## src/rtl/resp_arb_pkg.sv

```systemverilog
// Shared types and helpers for the response arbiter.
// Holds the FSM state encoding and the index/pointer width calculation.
package resp_arb_pkg;

  typedef enum logic [1:0] {
    IDLE = 2'd0,
    SEND = 2'd1,
    WAIT = 2'd2
  } state_t;

  // Width of a source index; a single source still needs one bit.
  function automatic int idx_width(input int n);
    return (n > 1) ? $clog2(n) : 1;
  endfunction

endpackage

```

## src/rtl/rr_pick.sv

```systemverilog
// Combinational request picker.
// Selects by round-robin from ptr (rr_mode=1) or by lowest index (rr_mode=0).
module rr_pick
  import resp_arb_pkg::*;
#(
  parameter int NUM_SRC = 3,
  parameter int IW      = 2
) (
  input  logic [NUM_SRC-1:0] req,
  input  logic [IW-1:0]      ptr,
  input  logic               rr_mode,
  output logic [NUM_SRC-1:0] gnt,
  output logic [IW-1:0]      idx
);

  logic found;
  int   j;

  // Walk the sources in search order; only real indices are ever visited.
  always_comb begin
    gnt   = '0;
    idx   = '0;
    found = 1'b0;
    j     = 0;
    for (int k = 0; k < NUM_SRC; k++) begin
      j = rr_mode ? ((int'(ptr) + k) % NUM_SRC) : k;
      if (!found && req[j]) begin
        found  = 1'b1;
        gnt[j] = 1'b1;
        idx    = IW'(j);
      end
    end
  end

endmodule

```

## src/rtl/resp_arb.sv

```systemverilog
// Response arbiter: serialises bytes from NUM_SRC producers onto the UART handshake
// with fixed-priority or round-robin arbitration, burst lock and a resp_sent watchdog.
module resp_arb
  import resp_arb_pkg::*;
#(
  parameter int NUM_SRC = 3,
  parameter int DATA_W  = 8,
  parameter int RR_MODE = 1,
  parameter int TO_CYC  = 65535
) (
  input  logic                          clk,
  input  logic                          rst_n,
  input  logic [NUM_SRC-1:0]            src_req,
  input  logic [NUM_SRC*DATA_W-1:0]     src_data,
  input  logic [NUM_SRC-1:0]            src_lock,
  output logic [NUM_SRC-1:0]            src_ack,
  output logic [NUM_SRC-1:0]            src_done,
  output logic [DATA_W-1:0]             resp_data,
  output logic                          send_resp,
  input  logic                          resp_sent,
  output logic                          busy,
  output logic [idx_width(NUM_SRC)-1:0] grant_id,
  output logic                          timeout_err,
  input  logic                          clr_err
);

  localparam int IW = idx_width(NUM_SRC);
  localparam int WW = $clog2(TO_CYC);

  state_t               state, state_nxt;
  logic [IW-1:0]        ptr;
  logic [WW-1:0]        wd;
  logic                 locked_grant;
  logic                 lock_hit;
  logic                 wd_exp;
  logic                 set_err;
  logic [NUM_SRC-1:0]   grant_oh;
  logic [NUM_SRC-1:0]   elig;
  logic [NUM_SRC-1:0]   pick_gnt;
  logic [IW-1:0]        pick_idx;

  // A held lock restricts eligibility to the last owner, even while its req is low.
  assign grant_oh = NUM_SRC'(1) << grant_id;
  assign lock_hit = src_lock[grant_id];
  assign elig     = lock_hit ? (src_req & grant_oh) : src_req;
  assign wd_exp   = (wd == WW'(TO_CYC - 1));
  assign set_err  = (state == WAIT) && !resp_sent && wd_exp;

  rr_pick #(
    .NUM_SRC (NUM_SRC),
    .IW      (IW)
  ) u_pick (
    .req     (elig),
    .ptr     (ptr),
    .rr_mode (RR_MODE[0]),
    .gnt     (pick_gnt),
    .idx     (pick_idx)
  );

  always_ff @(posedge clk or negedge rst_n) begin
    if (!rst_n) state <= IDLE;
    else        state <= state_nxt;
  end

  always_comb begin
    state_nxt = state;
    send_resp = 1'b0;
    src_ack   = '0;
    busy      = 1'b0;
    case (state)
      IDLE: if (|pick_gnt) state_nxt = SEND;
      SEND: begin
        send_resp = 1'b1;
        src_ack   = grant_oh;
        busy      = 1'b1;
        state_nxt = WAIT;
      end
      WAIT: begin
        busy = 1'b1;
        if (resp_sent || wd_exp) state_nxt = IDLE;
      end
      default: state_nxt = IDLE;
    endcase
  end

  // Capture, pointer, watchdog and done pulse; locked re-grants leave the pointer alone.
  always_ff @(posedge clk or negedge rst_n) begin
    if (!rst_n) begin
      resp_data    <= '0;
      grant_id     <= '0;
      locked_grant <= 1'b0;
      ptr          <= '0;
      wd           <= '0;
      src_done     <= '0;
    end else begin
      src_done <= '0;
      case (state)
        IDLE: begin
          if (|pick_gnt) begin
            resp_data    <= src_data[pick_idx*DATA_W +: DATA_W];
            grant_id     <= pick_idx;
            locked_grant <= lock_hit;
          end
        end
        SEND: wd <= '0;
        WAIT: begin
          if (resp_sent) begin
            src_done <= grant_oh;
            if (!locked_grant)
              ptr <= (grant_id == IW'(NUM_SRC - 1)) ? '0 : grant_id + 1'b1;
          end else if (wd_exp) begin
            src_done <= grant_oh;
          end else begin
            wd <= wd + 1'b1;
          end
        end
        default: ;
      endcase
    end
  end

  // A new expiry outranks a simultaneous clear.
  always_ff @(posedge clk or negedge rst_n) begin
    if (!rst_n)       timeout_err <= 1'b0;
    else if (set_err) timeout_err <= 1'b1;
    else if (clr_err) timeout_err <= 1'b0;
  end

endmodule

```

## config.mk

```make
export PLATFORM = sky130hd
export DESIGN_NAME = resp_arb
export DESIGN_NICKNAME = d
export VERILOG_FILES = /design/src/rtl/resp_arb_pkg.sv /design/src/rtl/rr_pick.sv /design/src/rtl/resp_arb.sv
export SDC_FILE = /design/constraint.sdc
export NUM_CORES = 1
export LEC_CHECK = 0
export CORE_ASPECT_RATIO = 1.1
export CORE_UTILIZATION = 50
export CTS_CLUSTER_SIZE = 10
export DETAILED_ROUTE_END_ITERATION = 16
export PLACE_DENSITY = 0.8
export SLEW_MARGIN = 10
export SYNTH_ARGS = -nofsm -noshare
export SYNTH_HDL_FRONTEND = slang
export SYNTH_SLANG_ARGS = --single-unit
```

## constraint.sdc

```tcl
create_clock -name clk -period 4.3 [get_ports clk]
set_clock_uncertainty 0.05 [all_clocks]
set_input_delay 0.86 -clock clk [delete_from_list [all_inputs] [get_ports clk]]
set_output_delay 0.86 -clock clk [all_outputs]
set_load 0.05 [all_outputs]
```

== Yosys cells after proc, flatten, opt, wreduce, memory -nomap -nowiden ==
Index checks and enable logic that the tools add are counted.

* Output and inout bits: 19
* Register bits: 35
* Input bits: 34
* Word-level logic and storage cells: 97

* Muxes and demuxes: 41
* Equality and inequality tests: 8
* Add/subtract/negate cells: 4
* Divide/modulo/power cells: 3
* Bitwise gates (word level): 4
* Order comparisons: 7
* Reductions and logical operators: 20
* Shift-type cells: 2

{| class="wikitable"
|+ Operators by type and width
! cell !! number
|-
| $ge A32 B1 Y1 const B || 3
|-
| $lt A32 B4 Y1 const B || 3
|-
| $mod A32 B3 Y32 const B || 2
|-
| $mod A3 B3 Y32 const B || 1
|-
| $mux W16 || 2
|-
| $pmux W16 S2 || 1
|-
| $mux W3 || 8
|-
| $shiftx A24 B6 Y8 || 1
|-
| $add A16 B1 Y16 const B || 1
|-
| $eq A16 B16 Y1 const B || 1
|-
| $mux W1 || 16
|-
| $mux W2 || 6
|-
| $bmux W1 S2 || 4
|-
| $logic_and A1 B1 Y1 || 7
|-
| $demux W1 S2 || 3
|-
| $ne A2 B2 Y1 const B || 3
|-
| $or A3 B3 Y3 || 2
|-
| $pmux W2 S3 || 1
|-
| $reduce_and A3 Y1 || 2
|-
| $eq A2 B2 Y1 const B || 2
|-
| $reduce_and A2 Y1 || 2
|-
| $reduce_bool A2 Y1 || 2
|-
| $add A2 B1 Y3 const B || 1
|-
| $add A2 B2 Y3 const B || 1
|-
| other kinds (12) || 14
|}

== Longest topological paths before layout ==
Gate-level depths: netlist (run 1).

* Depth after elaboration: 16
* Gate-level depth with buffers: 10
* Mapped depth without buffers: 8

== Hierarchy ==
Synthesis (run 1) repeated with hierarchy kept, for this count alone.

* Cell total of the unflattened synthesis: 276
* Area total of the unflattened synthesis: 2486.1 µm²

{| class="wikitable"
|+ By module, submodules not included
! module !! cells an instance !! area an instance (µm²) !! seq. area each (µm²) !! times used
|-
| resp_arb || 212 || 2011.9 || 875.8 || 1
|-
| rr_pick || 64 || 474.2 || 0.0 || 1
|}

== Worst setup path before layout (run 1) ==
Ideal clock, no wire load.

* Kind: flip-flop to output port
* From: reg state[1]
* To: out src_ack[0]
* Buffers on the path: 0
* Arrival: 2.199 ns
* Stages on the path, launching flop included: 4
* Setup slack: 1.191 ns
* Data required time: 3.390 ns
* Path through: dfrtp_1 > inv_1 > ha_1 > nor3b_1

* Word-level cells in the longest chain between the ends: 2

{| class="wikitable"
|+ Ends and longest elaborated chain
! what !! RTL line !! text
|-
| from (decl) || resp_arb.sv:30 || <nowiki>state_t state, state_nxt;</nowiki>
|-
| from (signal assigned) || resp_arb.sv:62 || <nowiki>else state <= state_nxt;</nowiki>
|-
| $eq A2 B1 Y1 || resp_arb.sv:70 || <nowiki>case (state)</nowiki>
|-
| $mux W3 || resp_arb.sv:70 ||
|-
| to (decl) || resp_arb.sv:16 || <nowiki>output logic [NUM_SRC-1:0] src_ack,</nowiki>
|}

Every way passes these cells.

== Worst setup path in the final report (run 1) ==
* From: reg grant_id[0]
* To: out src_ack[1]

* Word-level cells in the longest chain between the ends: 2

{| class="wikitable"
|+ Ends and longest elaborated chain
! what !! RTL line !! text
|-
| from (decl) || resp_arb.sv:22 || <nowiki>output logic [idx_width(NUM_SRC)-1:0] grant_id,</nowiki>
|-
| from (signal assigned) || resp_arb.sv:101 || <nowiki>grant_id <= pick_idx;</nowiki>
|-
| $shl A1 B2 Y3 || resp_arb.sv:43 || <nowiki>assign grant_oh = NUM_SRC'(1) << grant_id;</nowiki>
|-
| $mux W3 || resp_arb.sv:70 ||
|}

Every way passes these cells.

==> results of run 1 <==
[worst max-delay path: stages, from the launching register on]
cell	delay (ps)
dfrtp_1	660
inv_1	200
nor3b_1	230
clkdlybuf4s50_1	830
[flip-flops by register name, summed over array words and instances, names as in the netlist]
name,cells
grant_id,2
locked_grant,1
state,2
src_done,3
resp_data,8
ptr,2
wd,16
timeout_err,1
[per-layer routing]
| layer | up-vias | routed length [um] | GRT usage (%) | share of wire, % |
|---|---|---|---|---|
| li1 | 982 | - | - | - |
| met5 | - | 0 | 0 | 0 |
| met1 | 955 | 2335 | 29.68 | 46 |
| met3 | 4 | 161 | 4.688 | 3.2 |
| met2 | 47 | 2574 | 40.18 | 50 |
| met4 | 0 | 26 | 4.728 | 0.51 |
[final cells by class]
cell class,instances,area [um^2]
repair buffers,55,543.0
clock buffers,5,68.82
clock inverters,3,67.56
multi-input cells,182,1294
well taps,54,67.56
inverters,13,48.80
flip-flops and latches,35,875.8
fillers,370,1383
[logic make-up (layout without fill, tap and decap cells)]
| family | Yosys count | after routing | share of synthesized area [%] |
|---|---|---|---|
| flip-flops | 35 | 35 | 38.21 |
| adder cells (fa/ha/maj) | 9 | 9 | 4.913 |
| XOR/XNOR | 6 | 6 | 2.293 |
| buffers and inverters | 25 | 76 | 5.349 |
| AND/OR/NAND/NOR | 86 | 86 | 19.71 |
| multiplexers | 13 | 13 | 6.386 |
| AO/OA/AOI/OAI | 68 | 68 | 23.15 |
[metrics by stage]
step,hold WS (ps),instances
finish,440.6,347
global route,460.0,347
CTS,445.4,347
detailed placement,429.8,339
global placement,428.6,339
floorplan,403.9,242
[report_power, final]
part | total (W) | switching (W) | internal (W)
registers | 0.000481 | 0.0000718 | 0.000409
clock network | 0.000352 | 0.000121 | 0.000231
logic | 0.00113 | 0.000691 | 0.000438
total | 0.00196 | 0.000883 | 0.00108
[worst max path at each step]
stage | from | endpoint | slack [ps]
6_report | grant_id[0] | src_ack[1] | 1200
5_1_grt | src_lock[2] | resp_data[6] | 1050
4_1_cts | grant_id[0] | src_ack[1] | 1180
3_5_place_dp | src_lock[2] | grant_id[1] | 950
3_3_place_gp | src_lock[2] | resp_data[5] | 1020
2_1_floorplan | state[1] | src_ack[0] | 1190
[layout by cell type (no fill, tap or decap), types with 2 or more instances in the layout]
cell and n:
clkdlybuf4s50_1 52, dfrtp_1 35, nor2_1 21, o21bai_1 15, nand3_1 13, inv_1 11, nand2_1 11, nor3_1 10
o21ai_0 9, ha_1 9, nand4_1 7, o21ai_1 7, mux2_2 7, a32o_1 7, xor2_1 6, a21oi_1 5
clkbuf_8 5, o21a_1 4, o31ai_1 4, or3_1 4, nor3b_1 3, mux2i_1 3, nand3b_1 3, o21ai_2 3
buf_4 3, and3_1 2, o21ba_2 2, nand2b_1 2, a211o_1 2, nor2b_1 2, mux2_1 2, bufinv_16 2
==> metrics.md, run 1 <==
| Metric | Value |
|---|---|
| Post-layout min period | `3098 ps` |
| Layout cells sized above 1 | `10.92%` |
| CTS sink count | `35` |
| Register area share after synthesis | `38.21%` |
| DR pass1 iterations | `4` |
| Critical Path RT | `3390 ps` |
| TritonCTS buffer count | `5` |
| Largest net degree at the start of global routing | `36` |
| # DRC | `0` |
| R2R Path Start | `ptr[0]` |
| Synth top area share | `38.21%` |
| First-pass GRT wire length | `8611 um` |
| Initial antenna violation count | `0` |
| All-Layer GR Usage | `23.18%` |
| FF-to-FF path depth | `9` |
| R2R Setup Slk | `1470 ps` |
| Fmax | `0.3228 GHz` |
| Crit path DAT | `2190 ps` |
| H-tree levels | `2` |
| Leakage Power | `1.187 nW` |
| Clk_lat worst skew | `280 ps` |
| Root Driver | `clkbuf_8` |
| Post-Synthesis Cells | `242` |
| Antenna viol nets, final | `0` |
| Initial DRC Count | `177` |
| Final instance area | `0.002965 mm^2` |
| Layout area overhead | `29.37%` |
| Post-DP Area | `0.002829 mm^2` |
| Syn nets | `285` |
| Ranking of synthesized cells by area | `dfrtp_1 (38%), ha_1 (4.9%), o21bai_1 (4.9%)` |
| Cell area after synthesis | `0.002292 mm^2` |
| DR WL/cell | `14.69 um` |
| Status | `finished clean` |
| Total Routed Length | `5098 um` |
| Total power | `0.001961 W` |
| PwrDens | `661.3 mW/mm^2` |
| Commonest cells in the netlist | `dfrtp_1 (35), nor2_1 (21), o21bai_1 (15), nand3_1 (13)` |
| DPL Wire Length | `3689 um` |
| Vias in the first global route | `1915` |
| Worst hold path type | `reg -> reg` |
| Post-synth EDFFs | `0` |
| WHS Path Cells | `1` |
| Core area | `0.004348 mm^2` |
| Setup violators final | `0` |
| Slew Viols, Final | `0` |
| Critical path class | `reg -> out` |
| Synthesized area per cell | `9.472 um^2` |
| Crit. End Element | `output pin` |
| Crit-path max FO | `13` |
| Cell with the most instances after synthesis | `dfrtp_1` |
| Total setup buffers inserted after CTS | `0` |
| # IOs | `53` |
| Slew headroom | `44.44%` |
| Initial Util | `52.72%` |
| Area leader, netlist | `dfrtp_1` |
| CTS resizes | `0` |
| Pre-CTS WS | `948.1 ps` |
| Maximum vdd drop | `438.5 uV` |
| IO Port Bufs | `52` |
| Die area | `0.004860 mm^2` |
| Synth warn | `0` |
| Setup ws final | `1202 ps` |
| Via count | `1988` |
| Worst setup SP type | `flop` |
| Worst slew pin tran | `833.2 ps` |
| Final Util | `68.20%` |
| Vias per cell | `5.729` |
| Fin Setup TNS | `0 ps` |
| Reg clk slew, reported paths | `70 ps` |
| # diodes | `0` |
| Synth Register Bits | `35` |
| # Max-Cap Violations | `0` |
| Hold Crit Endpoint | `resp_data[2]` |
| Chip Height | `73.02 um` |
| Synth Flop Type | `dfrtp_1` |
| CTS tree | `built` |
| R2R Path End | `resp_data[7]` |
| Final period utilization | `72.04%` |
| Placer Congestion | `0.8264` |
| RSZ-0062 raised after global routing | `false` |
| # rows | `25` |
| Cts hold-fix bufs | `0` |
| Clk buf depth | `2` |
| Synth cell types | `54` |
| Hold path startpoint | `resp_data[2]` |
| Fin nets | `335` |
| Die Width | `66.56 um` |
| Grt total ovfl | `0` |
| Final Hold Violating Endpoints | `0` |
| Asr flop ratio synth | `100.0%` |
No activity file was read; power rests on OpenSTA's default activity.
==> inputs of run 2 (changes only) <==
- clock period: 4.3 -> 3.1 ns (I/O delays scaled with it)
==> metrics.md, run 2 (same netlist as run 1, synthesis figures left out) <==
| Metric | Value |
|---|---|
| Status | `finished clean` |
| CTS resizes | `0 (unchanged)` |
| Via count | `2007 (+0.96%)` |
| # diodes | `0 (unchanged)` |
| Critical Path RT | `2430 ps (-960 ps)` |
| # DRC | `0 (unchanged)` |
| Pre-CTS WS | `259.3 ps (-688.8 ps)` |
| Critical path class | `reg -> out` |
| R2R Setup Slk | `560 ps (-910 ps)` |
| Most frequent cells in the layout | `clkdlybuf4s50_1 (52), dfrtp_1 (35), nor2_1 (21)` |
| Final Hold Violating Endpoints | `0 (unchanged)` |
| Slew Viols, Final | `0 (unchanged)` |
| Grt total ovfl | `0 (unchanged)` |
| PwrDens | `874.5 mW/mm^2 (+32%)` |
| Worst slew pin tran | `682.3 ps (-150.9 ps)` |
| First-pass GRT wire length | `8349 um (-3.0%)` |
| Hold path startpoint | `wd[15]` |
| Slew headroom | `54.42% (+10 points)` |
| Maximum vdd drop | `497.0 uV (+13%)` |
| Crit path DAT | `2200 ps (about the same)` |
| R2R Path Start | `ptr[0]` |
| Sequential power share | `26.2% (+1.7 points)` |
| All-Layer GR Usage | `22.49% (-0.69 points)` |
| Total setup buffers inserted after CTS | `0 (unchanged)` |
| IO Port Bufs | `52 (unchanged)` |
| Chip Height | `73.02 um (unchanged)` |
| TritonCTS buffer count | `5 (unchanged)` |
| Worst hold path type | `reg -> reg` |
| Cts hold-fix bufs | `0 (unchanged)` |
| Antenna viol nets, final | `0 (unchanged)` |
| Layout area overhead | `27.46%` |
| DPL Wire Length | `3666 um (-0.62%)` |
| Post-layout min period | `2866 ps` |
| Switching Fraction | `47.45% (+2.4 points)` |
| Setup ws final | `233.9 ps (-968.3 ps)` |
| Core area | `0.004348 mm^2 (unchanged)` |
| Largest regs | `wd (16), resp_data (8), src_done (3)` |
| WHS Path Cells | `1 (unchanged)` |
| Reg with most FFs | `wd` |
| # IOs | `53 (unchanged)` |
| DR pass1 iterations | `4 (unchanged)` |
| Crit. End Element | `output pin` |
| H-tree levels | `2 (unchanged)` |
| Placer Congestion | `0.8585 (+3.9%)` |
| Final cell count without fillers | `348 (+0.29%)` |
| Die Width | `66.56 um (unchanged)` |
| Initial Util | `52.72% (unchanged)` |
| Clk pwr share | `12.4% (-5.6 points)` |
| Hold Crit Endpoint | `wd[15]` |
| Crit-path max FO | `13 (unchanged)` |
| Final period utilization | `92.45%` |
| Vias in the first global route | `1856 (-3.1%)` |
| Dpl cells | `340 (+0.29%)` |
| Clk_lat worst skew | `290 ps (about the same)` |
| RSZ-0062 raised after global routing | `false` |
| Fin Setup TNS | `0 ps (unchanged)` |
| Psw | `0.001212 W (+37%)` |
| Root Driver | `clkbuf_8` |
| Max FFs per register | `16 (unchanged)` |
| Fin nets | `336 (+0.30%)` |
| # rows | `25 (unchanged)` |
| CTS sink count | `35 (unchanged)` |
| WHS | `443.6 ps (+2.976 ps)` |
| Internal | `0.001343 W (+25%)` |
| CTS tree | `built` |
| # Max-Cap Violations | `0 (unchanged)` |
| DR WL/cell | `14.34 um (-2.4%)` |
| FF-to-FF path depth | `8 (-1)` |
| Clk buf depth | `2 (unchanged)` |
| Fmax | `0.3489 GHz` |
| Setup violators final | `0 (unchanged)` |
| Layout cells sized above 1 | `10.88% (-0.037 points)` |
| Initial antenna violation count | `0 (unchanged)` |
| Most common cell after layout, fill and taps aside | `clkdlybuf4s50_1` |
| Worst setup SP type | `flop` |
| Largest net degree at the start of global routing | `36 (unchanged)` |
| Die area | `0.004860 mm^2 (unchanged)` |
| Leakage Power | `1.168 nW (-1.6%)` |
| Gate power share | `61.4% (+3.9 points)` |
| R2R Path End | `resp_data[1]` |
| Initial DRC Count | `180 (+1.7%)` |
| Vias per cell | `5.767 (+0.67%)` |
| Reg clk slew, reported paths | `70 ps (about the same)` |
| Total Routed Length | `4989 um (-2.1%)` |
## run 2: cell count changes in the layout (fill, tap and decap cells not counted), sizes merged
cell and change:
clkinv +1, clkbuf +1, buf +1, bufinv -2
## run 2: worst max path at each step
| stage | start | end | cells after the start |
|---|---|---|---|
| 3_5_place_dp | src_lock[2] | state[1] | 7 |
| 6_report | grant_id[0] | src_ack[1] | 3 |
| 4_1_cts | grant_id[0] | src_ack[1] | 3 |
| 5_1_grt | grant_id[0] | src_ack[1] | 3 |
| 2_1_floorplan | state[1] | src_ack[0] | 3 |
| 3_3_place_gp | src_lock[2] | resp_data[6] | 7 |
## run 2: layout make-up
class	count	area (um^2)
Fill cell	347	1426
Multi-Input combinational cell	182	1294
Sequential cell	35	875.8
Timing Repair Buffer	56	550.5
Clock buffer	6	72.57
Tap cell	54	67.56
Inverter	13	48.80
Clock inverter	2	12.51
## run 2: power by group through the flow
stage                     sequential, W  combinational, W  clock, W
after floorplan                0.000862           0.00101         0
after global placement         0.000673           0.00155         0
after detailed placement       0.000677           0.00157         0
after CTS                      0.000670           0.00158  0.000322
after global routing           0.000686           0.00169  0.000343
final                          0.000669           0.00157  0.000317
## run 2: layer usage
| layer | share of wire, % | up-vias | wire length, um | global-route usage (%) |
|---|---|---|---|---|
| li1 | - | 985 | - | - |
| met1 | 45 | 971 | 2235 | 28.33 |
| met2 | 51 | 45 | 2524 | 38.50 |
| met3 | 3.5 | 6 | 173 | 4.688 |
| met4 | 1.1 | 0 | 57 | 6.383 |
| met5 | 0 | - | 0 | 0 |
## run 2: critical path: stages, from the launching register on
cell             delay (ps)
dfrtp_1                 650
inv_1                   200
nor3b_1                 240
clkdlybuf4s50_1         830
## run 2: metrics by stage
step | cell area, um^2 | utilization [%] | power (W)
CTS | 2922 | 67.19 | 0.002571
floorplan | 2292 | - | 0.001877
global placement | 2836 | 65.24 | 0.002226
detailed placement | 2836 | 65.24 | 0.002250
global route | 2922 | 67.19 | 0.002724
finish | 2922 | 67.19 | 0.002555
==> inputs of run 3 (changes only) <==
- CORE_MARGIN: default -> 1
==> results of run 3 <==
The final DEF is identical to that of run 2; final timing and power are the same.
